File: config.mk
export PLATFORM = sky130hd
export DESIGN_NAME = letter_tile_renderer
export DESIGN_NICKNAME = d
export VERILOG_FILES = /design/src/rtl/hangman_pkg.sv /design/src/rtl/glyph_font_rom.sv /design/src/rtl/letter_tile_renderer.sv
export SDC_FILE = /design/constraint.sdc
export NUM_CORES = 1
export LEC_CHECK = 0
export BUFFER_PORTS_ARGS = -buffer_cell sky130_fd_sc_hd__buf_2
export CAP_MARGIN = 20
export CORE_MARGIN = 2
export CORE_UTILIZATION = 64
export CTS_BUF_LIST = sky130_fd_sc_hd__clkbuf_4 sky130_fd_sc_hd__clkbuf_8 sky130_fd_sc_hd__clkbuf_16
export CTS_CLUSTER_SIZE = 24
export DETAILED_ROUTE_END_ITERATION = 10
export GPL_ROUTABILITY_DRIVEN = 0
export PLACE_DENSITY = 0.86
export REMOVE_ABC_BUFFERS = 1
export SLEW_MARGIN = 20
export SYNTH_ARGS = -nofsm -noshare
export SYNTH_HDL_FRONTEND = slang
export SYNTH_HIERARCHICAL = 1
export SYNTH_SLANG_ARGS = --single-unit
File: constraint.sdc
create_clock -name clk -period 11.2 [get_ports clk]
set_clock_uncertainty 0.15 [all_clocks]
set_input_delay 2.24 -clock clk [delete_from_list [all_inputs] [get_ports clk]]
set_output_delay 2.24 -clock clk [all_outputs]
set_load 0.02 [all_outputs]
File: src/rtl/hangman_pkg.sv
// Shared constants for the hangman display path: glyph codes, renderer states,
// screen geometry and common field widths.
package hangman_pkg;

  // Glyph codes (letters share the guess-switch encoding)
  localparam logic [4:0] GLYPH_A     = 5'd0;
  localparam logic [4:0] GLYPH_Z     = 5'd25;
  localparam logic [4:0] GLYPH_BLANK = 5'd26;
  localparam logic [4:0] GLYPH_MASK  = 5'd31;

  // Screen geometry of the VGA adapter
  localparam int unsigned SCREEN_W = 160;
  localparam int unsigned SCREEN_H = 120;

  // Field widths
  localparam int unsigned SLOT_W   = 3;
  localparam int unsigned GLYPH_W  = 5;
  localparam int unsigned COLOUR_W = 3;
  localparam int unsigned X_W      = 8;
  localparam int unsigned Y_W      = 7;
  localparam int unsigned CNT_W    = 3;
  localparam int unsigned FONT_W   = 5;

  // Renderer control states
  typedef enum logic [1:0] {
    IDLE = 2'd0,
    DRAW = 2'd1,
    DONE = 2'd2
  } rndr_state_e;

endpackage

File: src/rtl/glyph_font_rom.sv
// 5x7 font ROM for letters A..Z. Row 0 is the top row; bit 4 is the leftmost
// pixel. Rows 7 and codes 26..31 read as zero.
module glyph_font_rom
  import hangman_pkg::*;
(
  input  logic [GLYPH_W-1:0] glyph,
  input  logic [CNT_W-1:0]   row,
  output logic [FONT_W-1:0]  bits
);

  logic [7*FONT_W-1:0] rows_c;

  // Whole 7-row bitmap for the selected letter, top row in the MSBs
  always_comb begin
    rows_c = '0;
    case (glyph)
      5'd0:  rows_c = {5'h0E, 5'h11, 5'h11, 5'h1F, 5'h11, 5'h11, 5'h11};
      5'd1:  rows_c = {5'h1E, 5'h11, 5'h11, 5'h1E, 5'h11, 5'h11, 5'h1E};
      5'd2:  rows_c = {5'h0E, 5'h11, 5'h10, 5'h10, 5'h10, 5'h11, 5'h0E};
      5'd3:  rows_c = {5'h1E, 5'h11, 5'h11, 5'h11, 5'h11, 5'h11, 5'h1E};
      5'd4:  rows_c = {5'h1F, 5'h10, 5'h10, 5'h1E, 5'h10, 5'h10, 5'h1F};
      5'd5:  rows_c = {5'h1F, 5'h10, 5'h10, 5'h1E, 5'h10, 5'h10, 5'h10};
      5'd6:  rows_c = {5'h0E, 5'h11, 5'h10, 5'h17, 5'h11, 5'h11, 5'h0F};
      5'd7:  rows_c = {5'h11, 5'h11, 5'h11, 5'h1F, 5'h11, 5'h11, 5'h11};
      5'd8:  rows_c = {5'h0E, 5'h04, 5'h04, 5'h04, 5'h04, 5'h04, 5'h0E};
      5'd9:  rows_c = {5'h07, 5'h02, 5'h02, 5'h02, 5'h02, 5'h12, 5'h0C};
      5'd10: rows_c = {5'h11, 5'h12, 5'h14, 5'h18, 5'h14, 5'h12, 5'h11};
      5'd11: rows_c = {5'h10, 5'h10, 5'h10, 5'h10, 5'h10, 5'h10, 5'h1F};
      5'd12: rows_c = {5'h11, 5'h1B, 5'h15, 5'h15, 5'h11, 5'h11, 5'h11};
      5'd13: rows_c = {5'h11, 5'h11, 5'h19, 5'h15, 5'h13, 5'h11, 5'h11};
      5'd14: rows_c = {5'h0E, 5'h11, 5'h11, 5'h11, 5'h11, 5'h11, 5'h0E};
      5'd15: rows_c = {5'h1E, 5'h11, 5'h11, 5'h1E, 5'h10, 5'h10, 5'h10};
      5'd16: rows_c = {5'h0E, 5'h11, 5'h11, 5'h11, 5'h15, 5'h12, 5'h0D};
      5'd17: rows_c = {5'h1E, 5'h11, 5'h11, 5'h1E, 5'h14, 5'h12, 5'h11};
      5'd18: rows_c = {5'h0F, 5'h10, 5'h10, 5'h0E, 5'h01, 5'h01, 5'h1E};
      5'd19: rows_c = {5'h1F, 5'h04, 5'h04, 5'h04, 5'h04, 5'h04, 5'h04};
      5'd20: rows_c = {5'h11, 5'h11, 5'h11, 5'h11, 5'h11, 5'h11, 5'h0E};
      5'd21: rows_c = {5'h11, 5'h11, 5'h11, 5'h11, 5'h11, 5'h0A, 5'h04};
      5'd22: rows_c = {5'h11, 5'h11, 5'h11, 5'h15, 5'h15, 5'h15, 5'h0A};
      5'd23: rows_c = {5'h11, 5'h11, 5'h0A, 5'h04, 5'h0A, 5'h11, 5'h11};
      5'd24: rows_c = {5'h11, 5'h11, 5'h0A, 5'h04, 5'h04, 5'h04, 5'h04};
      5'd25: rows_c = {5'h1F, 5'h01, 5'h02, 5'h04, 5'h08, 5'h10, 5'h1F};
      default: rows_c = '0;
    endcase
  end

  // Pick the requested row; row 7 is the blank descender row
  always_comb begin
    bits = '0;
    case (row)
      3'd0: bits = rows_c[34:30];
      3'd1: bits = rows_c[29:25];
      3'd2: bits = rows_c[24:20];
      3'd3: bits = rows_c[19:15];
      3'd4: bits = rows_c[14:10];
      3'd5: bits = rows_c[9:5];
      3'd6: bits = rows_c[4:0];
      default: bits = '0;
    endcase
  end

endmodule

File: src/rtl/letter_tile_renderer.sv
// Sweeps the 8x8 tile of one word slot and writes it pixel by pixel to the
// VGA adapter. Optional build macro TILE_TRANSPARENT_EN: background pixels are
// swept without a write strobe so existing screen content shows through.
module letter_tile_renderer
  import hangman_pkg::*;
#(
  parameter int unsigned         NUM_SLOTS  = 5,
  parameter int unsigned         X_ORIGIN   = 42,
  parameter int unsigned         Y_ORIGIN   = 100,
  parameter int unsigned         TILE_PITCH = 10,
  parameter logic [COLOUR_W-1:0] BG_COLOUR  = 3'b000
) (
  input  logic                clk,
  input  logic                reset,
  input  logic                req_valid,
  output logic                req_ready,
  input  logic [SLOT_W-1:0]   req_slot,
  input  logic [GLYPH_W-1:0]  req_glyph,
  input  logic [COLOUR_W-1:0] req_colour,
  output logic [X_W-1:0]      x,
  output logic [Y_W-1:0]      y,
  output logic [COLOUR_W-1:0] colour,
  output logic                plot,
  output logic                done,
  output logic                err
);

  rndr_state_e         state_q, state_d;
  logic [SLOT_W-1:0]   slot_q, slot_d;
  logic [GLYPH_W-1:0]  glyph_q, glyph_d;
  logic [COLOUR_W-1:0] fg_q, fg_d;
  logic [CNT_W-1:0]    row_q, row_d;
  logic [CNT_W-1:0]    col_q, col_d;
  logic [X_W-1:0]      x_q, x_d;
  logic [Y_W-1:0]      y_q, y_d;
  logic [COLOUR_W-1:0] colour_q, colour_d;
  logic                plot_q, plot_d;
  logic                done_q, done_d;
  logic                err_q, err_d;
  logic                ready_q, ready_d;

  // Attributes of the pixel that would be presented after the next edge
  logic [SLOT_W-1:0]   nx_slot_c;
  logic [GLYPH_W-1:0]  nx_glyph_c;
  logic [COLOUR_W-1:0] nx_fg_c;
  logic [CNT_W-1:0]    nx_row_c;
  logic [CNT_W-1:0]    nx_col_c;
  logic [FONT_W-1:0]   font_bits_c;
  logic [7:0]          row_mask_c;
  logic                glyph_px_c;
  logic                pix_plot_c;
  logic [X_W-1:0]      pix_x_c;
  logic [Y_W-1:0]      pix_y_c;
  logic [COLOUR_W-1:0] pix_colour_c;
  logic                slot_oor_c;

  assign slot_oor_c = (32'(req_slot) >= NUM_SLOTS);

  // Next pixel comes from the request when idle, else from the latched job
  always_comb begin
    if (state_q == IDLE) begin
      nx_slot_c  = req_slot;
      nx_glyph_c = req_glyph;
      nx_fg_c    = req_colour;
      nx_row_c   = '0;
      nx_col_c   = '0;
    end else begin
      nx_slot_c  = slot_q;
      nx_glyph_c = glyph_q;
      nx_fg_c    = fg_q;
      {nx_row_c, nx_col_c} = 6'({row_q, col_q} + 6'd1);
    end
  end

  glyph_font_rom u_font (
    .glyph (nx_glyph_c),
    .row   (nx_row_c),
    .bits  (font_bits_c)
  );

  // Glyph coverage of the next row indexed by column; letters occupy cols 1..5
  always_comb begin
    row_mask_c = {2'b00, font_bits_c[0], font_bits_c[1], font_bits_c[2],
                  font_bits_c[3], font_bits_c[4], 1'b0};
    if (nx_glyph_c == GLYPH_MASK && nx_row_c == 3'd7) begin
      row_mask_c = 8'h7F;
    end
  end

  // Address, colour and strobe of the next pixel
  always_comb begin
    glyph_px_c   = row_mask_c[nx_col_c];
    pix_x_c      = X_W'(X_ORIGIN + 32'(nx_slot_c) * TILE_PITCH + 32'(nx_col_c));
    pix_y_c      = Y_W'(Y_ORIGIN + 32'(nx_row_c));
    pix_colour_c = glyph_px_c ? nx_fg_c : BG_COLOUR;
`ifdef TILE_TRANSPARENT_EN
    pix_plot_c   = glyph_px_c;
`else
    pix_plot_c   = 1'b1;
`endif
  end

  // Next-state and registered-output logic
  always_comb begin
    state_d  = state_q;
    slot_d   = slot_q;
    glyph_d  = glyph_q;
    fg_d     = fg_q;
    row_d    = row_q;
    col_d    = col_q;
    x_d      = x_q;
    y_d      = y_q;
    colour_d = colour_q;
    plot_d   = 1'b0;
    done_d   = 1'b0;
    err_d    = 1'b0;

    case (state_q)
      IDLE: begin
        if (req_valid) begin
          slot_d  = req_slot;
          glyph_d = req_glyph;
          fg_d    = req_colour;
          if (slot_oor_c) begin
            state_d = DONE;
            done_d  = 1'b1;
            err_d   = 1'b1;
          end else begin
            state_d = DRAW;
            row_d   = '0;
            col_d   = '0;
            plot_d  = pix_plot_c;
            if (pix_plot_c) begin
              x_d      = pix_x_c;
              y_d      = pix_y_c;
              colour_d = pix_colour_c;
            end
          end
        end
      end
      DRAW: begin
        if (row_q == 3'd7 && col_q == 3'd7) begin
          state_d = DONE;
          done_d  = 1'b1;
          row_d   = '0;
          col_d   = '0;
        end else begin
          row_d  = nx_row_c;
          col_d  = nx_col_c;
          plot_d = pix_plot_c;
          if (pix_plot_c) begin
            x_d      = pix_x_c;
            y_d      = pix_y_c;
            colour_d = pix_colour_c;
          end
        end
      end
      DONE: begin
        state_d = IDLE;
      end
      default: begin
        state_d = IDLE;
      end
    endcase

    ready_d = (state_d == IDLE);
  end

  // State and output registers
  always_ff @(posedge clk or posedge reset) begin
    if (reset) begin
      state_q  <= IDLE;
      slot_q   <= '0;
      glyph_q  <= '0;
      fg_q     <= '0;
      row_q    <= '0;
      col_q    <= '0;
      x_q      <= '0;
      y_q      <= '0;
      colour_q <= '0;
      plot_q   <= 1'b0;
      done_q   <= 1'b0;
      err_q    <= 1'b0;
      ready_q  <= 1'b1;
    end else begin
      state_q  <= state_d;
      slot_q   <= slot_d;
      glyph_q  <= glyph_d;
      fg_q     <= fg_d;
      row_q    <= row_d;
      col_q    <= col_d;
      x_q      <= x_d;
      y_q      <= y_d;
      colour_q <= colour_d;
      plot_q   <= plot_d;
      done_q   <= done_d;
      err_q    <= err_d;
      ready_q  <= ready_d;
    end
  end

  assign req_ready = ready_q;
  assign x         = x_q;
  assign y         = y_q;
  assign colour    = colour_q;
  assign plot      = plot_q;
  assign done      = done_q;
  assign err       = err_q;

endmodule

* Word-level counts from Yosys, hierarchy flattened
Memories as Yosys holds them, arrays and structs flattened. Cells that the tools add are included.
Storage, ports and cells: logic and storage cells 85, ROM bits 1120, register bits 41, output and inout port bits 22, bits of input ports 14, memories 1
Operators by class: muxes and demuxes 41, add/subtract/negate cells 4, equal/unequal tests 14, magnitude comparators 2, reduce and logical (&&, ||, !) cells 9, multipliers 1
Memory list:
- (name not given) | depth 32, bits a word 35, read ports 1, clocked after Yosys merged registers in 0, wr ports 0, RTL line glyph_font_rom.sv:16 | case (glyph)
Operators by type and width (number):
- 3-bit 2-to-1 mux | 12
- 5-bit case mux with 7 select lines | 1
- 7-bit 2-to-1 mux | 4
- 8-bit 2-to-1 mux | 3
- 3-bit equality test, second input constant | 6
- 3-bit case mux with 2 select lines | 3
- 8-bit case mux with 2 select lines | 1
- 7-bit case mux with 2 select lines | 1
- 6-bit by 7-bit adder with 8-bit output, first input constant | 1
- 8-bit by 3-bit adder with 8-bit output | 1
- 1-bit 2-to-1 mux | 8
- 7-bit by 3-bit adder with 7-bit output, first input constant | 1
- 6-bit by 1-bit adder with 6-bit output, second input constant | 1
- 3-bit by 2-bit equality test with 1-bit output, second input constant | 2
- 3-bit by 3-bit multiplier with 6-bit output, second input constant | 1
- 2-bit 2-to-1 mux | 3
- 2-bit != test, second input constant | 3
- 5-bit equality test, second input constant | 1
- 5-bit 2-to-1 mux | 1
- 2-bit zero test | 2
- 3-bit by 4-bit less-than comparator with 1-bit output, second input constant | 1
- 1-bit case mux with 2 select lines | 2
- 2-bit case mux with 2 select lines | 1
- 4-bit AND reduction | 1
- other kinds (9) | 10

* Longest topological paths before layout
Gate-level depths: netlist of run 1.
depth after elaboration 11, mapped depth 16, depth with buffers taken out 14

* Hierarchy
Netlist of run 1, hierarchy kept.
Modules (own cells, without submodules):
- letter_tile_renderer | sequential area each 977.2 um^2, area an instance 2020.7 um^2, times used 1, cells an instance 182
- glyph_font_rom | sequential area each 0.0 um^2, area an instance 1355.0 um^2, times used 1, cells an instance 195

* Worst setup path after synthesis of run 1
OpenSTA, ideal clock, no wires.
path kind in2reg, start point input req_glyph[1], end point register colour_q[1], in the netlist colour[1], library setup time 127 ps, slack 6256 ps, data arrival time 4668 ps, cell stages on the path 14, data required time 10923 ps, buffers on the path 1, cells stage by stage mux2_2 -> buf_4 -> inv_1 -> ha_1 -> nand2b_1 -> a21oi_1 -> o221ai_1 -> a21oi_1 -> or4_1 -> mux2_2 -> nand3b_1 -> o21ai_0 -> a32oi_2 -> o21ai_1
Between the ends: word-level cells in the longest chain between the ends 10, elaborated cells between the ends (all ways) 13, classes of those cells eq/ne (1); mux (10); reduce/logical (1); memory (1)
Ends and longest elaborated chain:
- from (decl) | RTL line letter_tile_renderer.sv:18 | input logic [GLYPH_W-1:0] req_glyph,
- 5-bit 2-to-1 mux * | RTL line letter_tile_renderer.sv:61 | if (state_q == IDLE) begin
- memory 32 x 35 bit *
- 5-bit case mux with 7 select lines * | RTL line glyph_font_rom.sv:50 | case (row)
- via font_bits_c[3] | RTL line letter_tile_renderer.sv:48 | logic [FONT_W-1:0] font_bits_c;
- 7-bit 2-to-1 mux * | RTL line letter_tile_renderer.sv:85 | if (nx_glyph_c == GLYPH_MASK && nx_row_c == 3'd7) begin
- 1-bit binary-select mux with 3-bit select * | RTL line letter_tile_renderer.sv:92 | glyph_px_c = row_mask_c[nx_col_c];
- 1-bit 2-to-1 mux (not written as such) * | RTL line letter_tile_renderer.sv:92
- 3-bit 2-to-1 mux * | RTL line letter_tile_renderer.sv:95 | pix_colour_c = glyph_px_c ? nx_fg_c : BG_COLOUR;
- 3-bit 2-to-1 mux | RTL line letter_tile_renderer.sv:124 | if (slot_oor_c) begin
- 3-bit 2-to-1 mux | RTL line letter_tile_renderer.sv:120 | if (req_valid) begin
- 3-bit case mux with 2 select lines * | RTL line letter_tile_renderer.sv:118 | case (state_q)
- to (signal assigned) | RTL line letter_tile_renderer.sv:194 | colour_q <= colour_d;
- to (decl) | RTL line letter_tile_renderer.sv:36 | logic [COLOUR_W-1:0] colour_q, colour_d;
The timed path passes the listed nets; every way through them passes the cells marked *. The select of a mux whose other input is x is not followed. A chain may end at the register's enable or synchronous reset.

* Worst setup path after layout of run 1
start point input req_glyph[2], end point register colour_q[1], in the netlist colour[1]
Between the ends: word-level cells in the longest chain between the ends 10, elaborated cells between the ends (all ways) 13, classes of those cells eq/ne (1); mux (10); reduce/logical (1); memory (1)
Ends and longest elaborated chain:
- 5-bit 2-to-1 mux * | RTL line letter_tile_renderer.sv:61
- via nx_glyph_c[2] | RTL line letter_tile_renderer.sv:44 | logic [GLYPH_W-1:0] nx_glyph_c;
- memory 32 x 35 bit *
- 5-bit case mux with 7 select lines * | RTL line glyph_font_rom.sv:50
- via font_bits_c[1] | RTL line letter_tile_renderer.sv:48
- 7-bit 2-to-1 mux * | RTL line letter_tile_renderer.sv:85
- 1-bit binary-select mux with 3-bit select * | RTL line letter_tile_renderer.sv:92
- 1-bit 2-to-1 mux (not written as such) * | RTL line letter_tile_renderer.sv:92
- 3-bit 2-to-1 mux * | RTL line letter_tile_renderer.sv:95
- 3-bit 2-to-1 mux | RTL line letter_tile_renderer.sv:124
- 3-bit 2-to-1 mux | RTL line letter_tile_renderer.sv:120
- 3-bit case mux with 2 select lines * | RTL line letter_tile_renderer.sv:118
Marked as above.

==> results of run 1 <==
[stage by stage]
| stage | std cells | area (µm²) | setup WS [ns] | total power [mW] |
|---|---|---|---|---|
| final | 468 | 3570 | 5.89 | 1.23 |
| after global routing | 468 | 3570 | 5.65 | 1.33 |
| after CTS | 468 | 3570 | 5.94 | 1.21 |
| after detailed placement | 460 | 3470 | 5.63 | 1.10 |
| after global placement | 460 | 3470 | 5.81 | 1.07 |
| after floorplan | 353 | 3190 | 6.23 | 0.900 |
[power breakdown]
group          leakage (nW)  internal [mW]  switching, mW
sequential            0.473          0.199         0.0380
combinational          1.06          0.356          0.528
clock                0.0549         0.0586         0.0459
[routing by layer]
metal	vias up	global-route usage, %
li1	1386	-
met1	1407	36.2
met2	154	50.1
met3	32	2.73
met4	0	11.6
met5	-	0
[cell type report]
type,count,area [µm²],area share (%)
Multi-Input combinational cell,294,2130,59.7
Sequential cell,39,977,27.4
Timing Repair Buffer,37,193,5.39
Clock buffer,8,104,2.91
Tap cell,70,87.6,2.45
Inverter,20,77.6,2.17
[logic make-up after synthesis]
logic type                 share of synthesized area (%)
and+or+nand+nor                                     20.0
AOI/OAI and AO/OA                                   22.2
buffers and inverters                               7.86
DFF                                                 28.9
muxes                                               9.90
adders and majority gates                           9.12
xor gates and xnor gates                            1.82
other                                              0.111
[path summary, 6_finish.rpt]
path	start	endpoint	slack, ns	depth (start not counted)
hold / removal	y[1]	y[1]	0.32	2
setup reg to reg	state_q[0]	colour[1]	6.92	13
setup / recovery	req_glyph[2]	colour[1]	5.89	13
max in group asynchronous	reset	req_ready	8.64	3
min in group asynchronous	reset	x[5]	1.91	3
hold reg to reg	y[1]	y[1]	0.32	2
[worst register-to-register path: cells and delay by family (launching register included)]
family | cells | cell delay, ns
AO/OA/AOI/OAI | 8 | 1.36
multiplexers | 2 | 1.01
flip-flops | 1 | 0.47
AND/OR/NAND/NOR | 1 | 0.43
adder cells (fa/ha/maj) | 1 | 0.39
buffers and inverters | 1 | 0.35
[flip-flops by register name, summed over array words and instances (netlist names)]
name and count:
x 8, state_q 2, done 1, slot_q 3, req_ready 1, y 5
err 1, fg_q 3, plot 1, col_q 3, row_q 3, glyph_q 5
colour 3
[placed cells by master (no fill, tap or decap), types with 12 or more instances in the layout]
cell	count
nor2_1	16
ha_1	23
nand2_1	48
mux2_2	22
inv_1	18
nand2b_1	12
o21ai_0	22
a21oi_1	27
dfrtp_1	38
buf_2	34
==> impl_metrics.toml, run 1 <==
[grt]
grt_pass1_vias = 2823
grt_max_degree = 41
grt_pass1_wl_um = 13600
antenna_found_initial = 0
grt.overflow.total = 0
grt.total_usage_pct = 28.6

[floorplan]
ios = 36
chipHeight_um = 76.6
die_area_um2 = 5870
dieWidth_um = 76.6
rows = 26
initial_core_util_pct = 66.1
core_um2 = 5110

[clock_network]
insertion_delay_ns = 0.29
htreeDepth = 2
cts_tree = "done"
cts_buffer_depth = 2
cts_setup_buffers = 0
clockRootBuffer = "clkbuf_8"
numClockSinks = 39
clk_pin_slew_ns = 0.07
ctsHoldBuffers = 0
cts_buffers = 5
cts-resized-gates = 0

[power]
p_leak_nw = 1.59
power.density_nw_per_um2 = 343
vdd_drop_max_v = 0.000233

[finish]
n_fill_cell = 381
finish.utilization_pct = 69.9
nNetsFinal = 435
area_growth_pct = 5.82
drive_above_1_share_pct = 23.1
n_antenna_cell = 0

[setup_path]
path_buf_inv = 2
critical-path-max-stage-delay_ns = 0.63
cp-start-kind = "input pin"
cp_slowest_cell = "mux2_2"
crit_fanout = 40
crit_type = "in2reg"
cp_common_cell = "o21ai_0"
worstPathRequired_ns = 11.21
endpoint_kind = "register"
crit_chain = "buf_2, mux2_2, inv_1, ha_1, o21ai_0, o21ai_0, o22ai_1, a211o_1, mux2_2, a21oi_1, o21ai_0, a32oi_2, o21ai_1"
critical_path.top_delay_family = "compound AO/OA/AOI/OAI gates"
arrival_ns = 5.33

[synth]
synth_flop_cell = "dfrtp_1"
yosys-top-cells-area = "dfrtp_1, ha_1, mux2_2"
ys_seq_elements = 39
synthArstFlopShare_pct = 100
yosysWarningCount = 6
synth.distinct_cells = 79
ys_seq_area_share_pct = 28.9
yosysTopAreaCell = "dfrtp_1"
avgSynthCellArea_um2 = 8.95
synth_cells = 377
synth_area_um2 = 3380
synth_common_cells = "nand2_1, dfrtp_1, a21oi_1"
synth-edff-count = 0
yosysMostFrequentCell = "nand2_1"
synth_top_area_share_pct = 28.2

[drt]
routed_wl_um = 8160
drt_iter0_drc = 295
wl_met1_um = 3370
wl_met2_um = 4020
via_count = 2979
highest_layer = "met4"
drc = 0
avgRoutedWirePerCell_um = 17.4
drt-pass1-iter-count = 6
ant_nets = 0
met3_length_um = 488
viasPerCell = 6.37

[run_status]
status = "finished, final reports clean"

[placement]
portBuffers = 34
hpwl_um = 5840

[sta]
slew_viol_final = 0
fmax_mhz = 188
holdWs_ns = 0.319
slew_headroom_pct = 42.2
min_period_ns = 5.31
tns_ns = 0
hold_viol_final = 0
worst_pin_slew_ns = 0.867
setup_viol = 0
rsz0062_at_grt = "false"
finalCritPeriodShare_pct = 47.4

[job]
maxCapViolations = 0

[worst_hold_path]
hp-class = "reg2reg"
Note: power is estimated with default switching activity, not from simulation.
==> run 2: changes to the inputs <==
Settings changed: ABC_AREA set to 1, CORE_UTILIZATION 64 to 54, PLACE_DENSITY 0.86 to 0.77.
Clock period 11.2 ns to 4.3 ns, I/O delays scaled along.
==> impl_metrics.toml, run 2 <==
[power]
clockPowerShare_pct = 8.1
p_leak_nw = 1.93
vdd_drop_max_v = 0.000465
p_sw_share_pct = 56.5
combPwrFrac_pct = 72.6
seqPwrFrac_pct = 19.3
power.density_nw_per_um2 = 865
switchingPower_mw = 1.72
internal_power_mw = 1.33
power_mw = 3.05

[sta]
rsz0062_at_grt = "false"
fmax_mhz = 282
slew_headroom_pct = 54.4
slew_viol_final = 0
min_period_ns = 3.54
tns_ns = 0
finalCritPeriodShare_pct = 82.4
worst_pin_slew_ns = 0.679
hold_viol_final = 0
setup_viol = 0

[finish]
area_growth_pct = 8.01
drive_above_1_share_pct = 13.2
nNetsFinal = 568
n_antenna_cell = 0
most-common-layout-cells = "nand2_1, nand3_1, nor2_1, inv_1, dfrtp_1"
largest_reg_flops = 8
final_common_cell = "nand2_1"

[grt]
grt.total_usage_pct = 27.3
grt_pass1_wl_um = 14200
antenna_found_initial = 0
grt_max_degree = 40
grt.overflow.total = 0
grt_pass1_vias = 3031

[synth]
synth.distinct_cells = 35
avgSynthCellArea_um2 = 6.52
yosys-top-cells-area = "dfrtp_1, nand2_1, nand3_1"
synth_top_area_share_pct = 29.1
ys_seq_area_share_pct = 29.9
yosysMostFrequentCell = "nand2_1"
synth_area_um2 = 3270
yosysWarningCount = 6
synth_cells = 501
synth_flop_cell = "dfrtp_1"
ys_seq_elements = 39
yosysTopAreaCell = "dfrtp_1"
synthArstFlopShare_pct = 100
synth-edff-count = 0
synth_common_cells = "nand2_1, nand3_1, nor2_1"

[clock_network]
ctsHoldBuffers = 0
insertion_delay_ns = 0.29
htreeDepth = 2
clockRootBuffer = "clkbuf_8"
cts_buffers = 5
cts_tree = "done"
numClockSinks = 39
cts_buffer_depth = 2
cts-resized-gates = 0
clk_pin_slew_ns = 0.08
cts_setup_buffers = 0

[setup_path]
crit_chain = "nor2_2, nand2_1, nand2_1, inv_1, ha_1, nand2_1, nand2_1, nand2_1, nand2_1, nand2_1, nand2_1, nand2_1, nor2_1, nand2_1, or2_0, nand2_1, o21a_1, nand2_2, nand3_1, nand2_1"
endpoint_kind = "register"
worstPathRequired_ns = 4.33
arrival_ns = 3.57
crit_fanout = 14
crit_type = "reg2reg"
critical-path-max-stage-delay_ns = 0.48
cp-start-kind = "register"
cp_common_cell = "nand2_1"
cp_slowest_cell = "nor2_2"

[drt]
drt-pass1-iter-count = 5
via_count = 3406
drc = 0
avgRoutedWirePerCell_um = 14.1
viasPerCell = 5.62
ant_nets = 0
routed_wl_um = 8520
drt_iter0_drc = 448

[worst_hold_path]
hp-class = "reg2reg"

[placement]
portBuffers = 34
hpwl_um = 6470

[floorplan]
rows = 28
core_um2 = 5890
chipHeight_um = 81.8
initial_core_util_pct = 55.5
dieWidth_um = 81.8
die_area_um2 = 6690
ios = 36

[job]
maxCapViolations = 0

[run_status]
status = "finished, final reports clean"
[run 2: changes by cell type after synthesis, moves of 5 or more]
cell      before  now
nand2_1       48  173
nand3_1        7   61
nor2_1        16   48
inv_1         18   47
mux2_2        22    0
nand2b_1      12    0
inv_2          0    7
a21oi_1       27   21
mux2i_1        6    0
buf_6          8    3
[run 2: worst max-delay path: cells and delay by family, from the launching register on]
kind | cells | cell delay [ns]
AOI/OAI and AO/OA | 1 | 0.12
and+or+nand+nor | 17 | 2.06
buffers and inverters | 1 | 0.28
DFF | 1 | 0.45
adders and majority gates | 1 | 0.37
[run 2: power groups by stage]
stage	logic, mW	registers [mW]	clock network (mW)
final	2.21	0.589	0.248
after detailed placement	2.15	0.594	0
after floorplan	1.55	0.661	0
after CTS	2.17	0.589	0.255
after global placement	2.12	0.593	0
after global routing	2.49	0.606	0.269
[run 2: routing by layer]
layer,up-vias,track usage (%),share of wire [%]
met4,0,7.17,3.2
met1,1509,38.9,44
met2,196,42.5,44
li1,1660,-,-
met3,41,5.49,9.4
met5,-,0,0
[run 2: per-stage QoR]
step                      worst slack [ns]  cell area, µm²  utilization [%]  hold slack (ns)  std cells
after floorplan                       1.33            3160                -            0.286        487
after global placement               0.901            3440             58.4            0.302        598
after detailed placement             0.818            3440             58.4            0.306        598
after CTS                            0.807            3530             59.9            0.326        606
after global routing                 0.466            3530             59.9            0.348        606
final                                0.758            3530             59.9            0.319        606
[run 2: final cells by class]
class | count | area, µm²
inverters | 54 | 203
fillers | 588 | 2360
multi-input cells | 394 | 1980
clock buffers | 6 | 76.3
well taps | 75 | 93.8
repair buffers | 36 | 185
clock inverters | 2 | 12.5
flip-flops and latches | 39 | 977
[run 2: cells by family (layout without fill, tap and decap cells)]
group                      Yosys count  in the layout  synth area share (%)
and+or+nand+nor                    306            306                  40.5
buffers and inverters               68             98                  9.46
AOI/OAI and AO/OA                   61             61                  10.0
DFF                                 39             39                  29.9
adders and majority gates           24             24                  9.43
xor gates and xnor gates             2              2                 0.536
other                                1              1                 0.115
[run 2: final timing paths]
path	startpoint	endpoint	slack (ns)	cells after the start
worst min-delay path	y[0]	y[0]	0.32	2
min in group asynchronous	reset	x[2]	0.53	3
worst min register to register	y[0]	y[0]	0.32	2
max in group asynchronous	reset	req_ready	3.12	3
worst max register to register	state_q[1]	colour[1]	0.76	20
worst max-delay path	state_q[1]	colour[1]	0.76	20
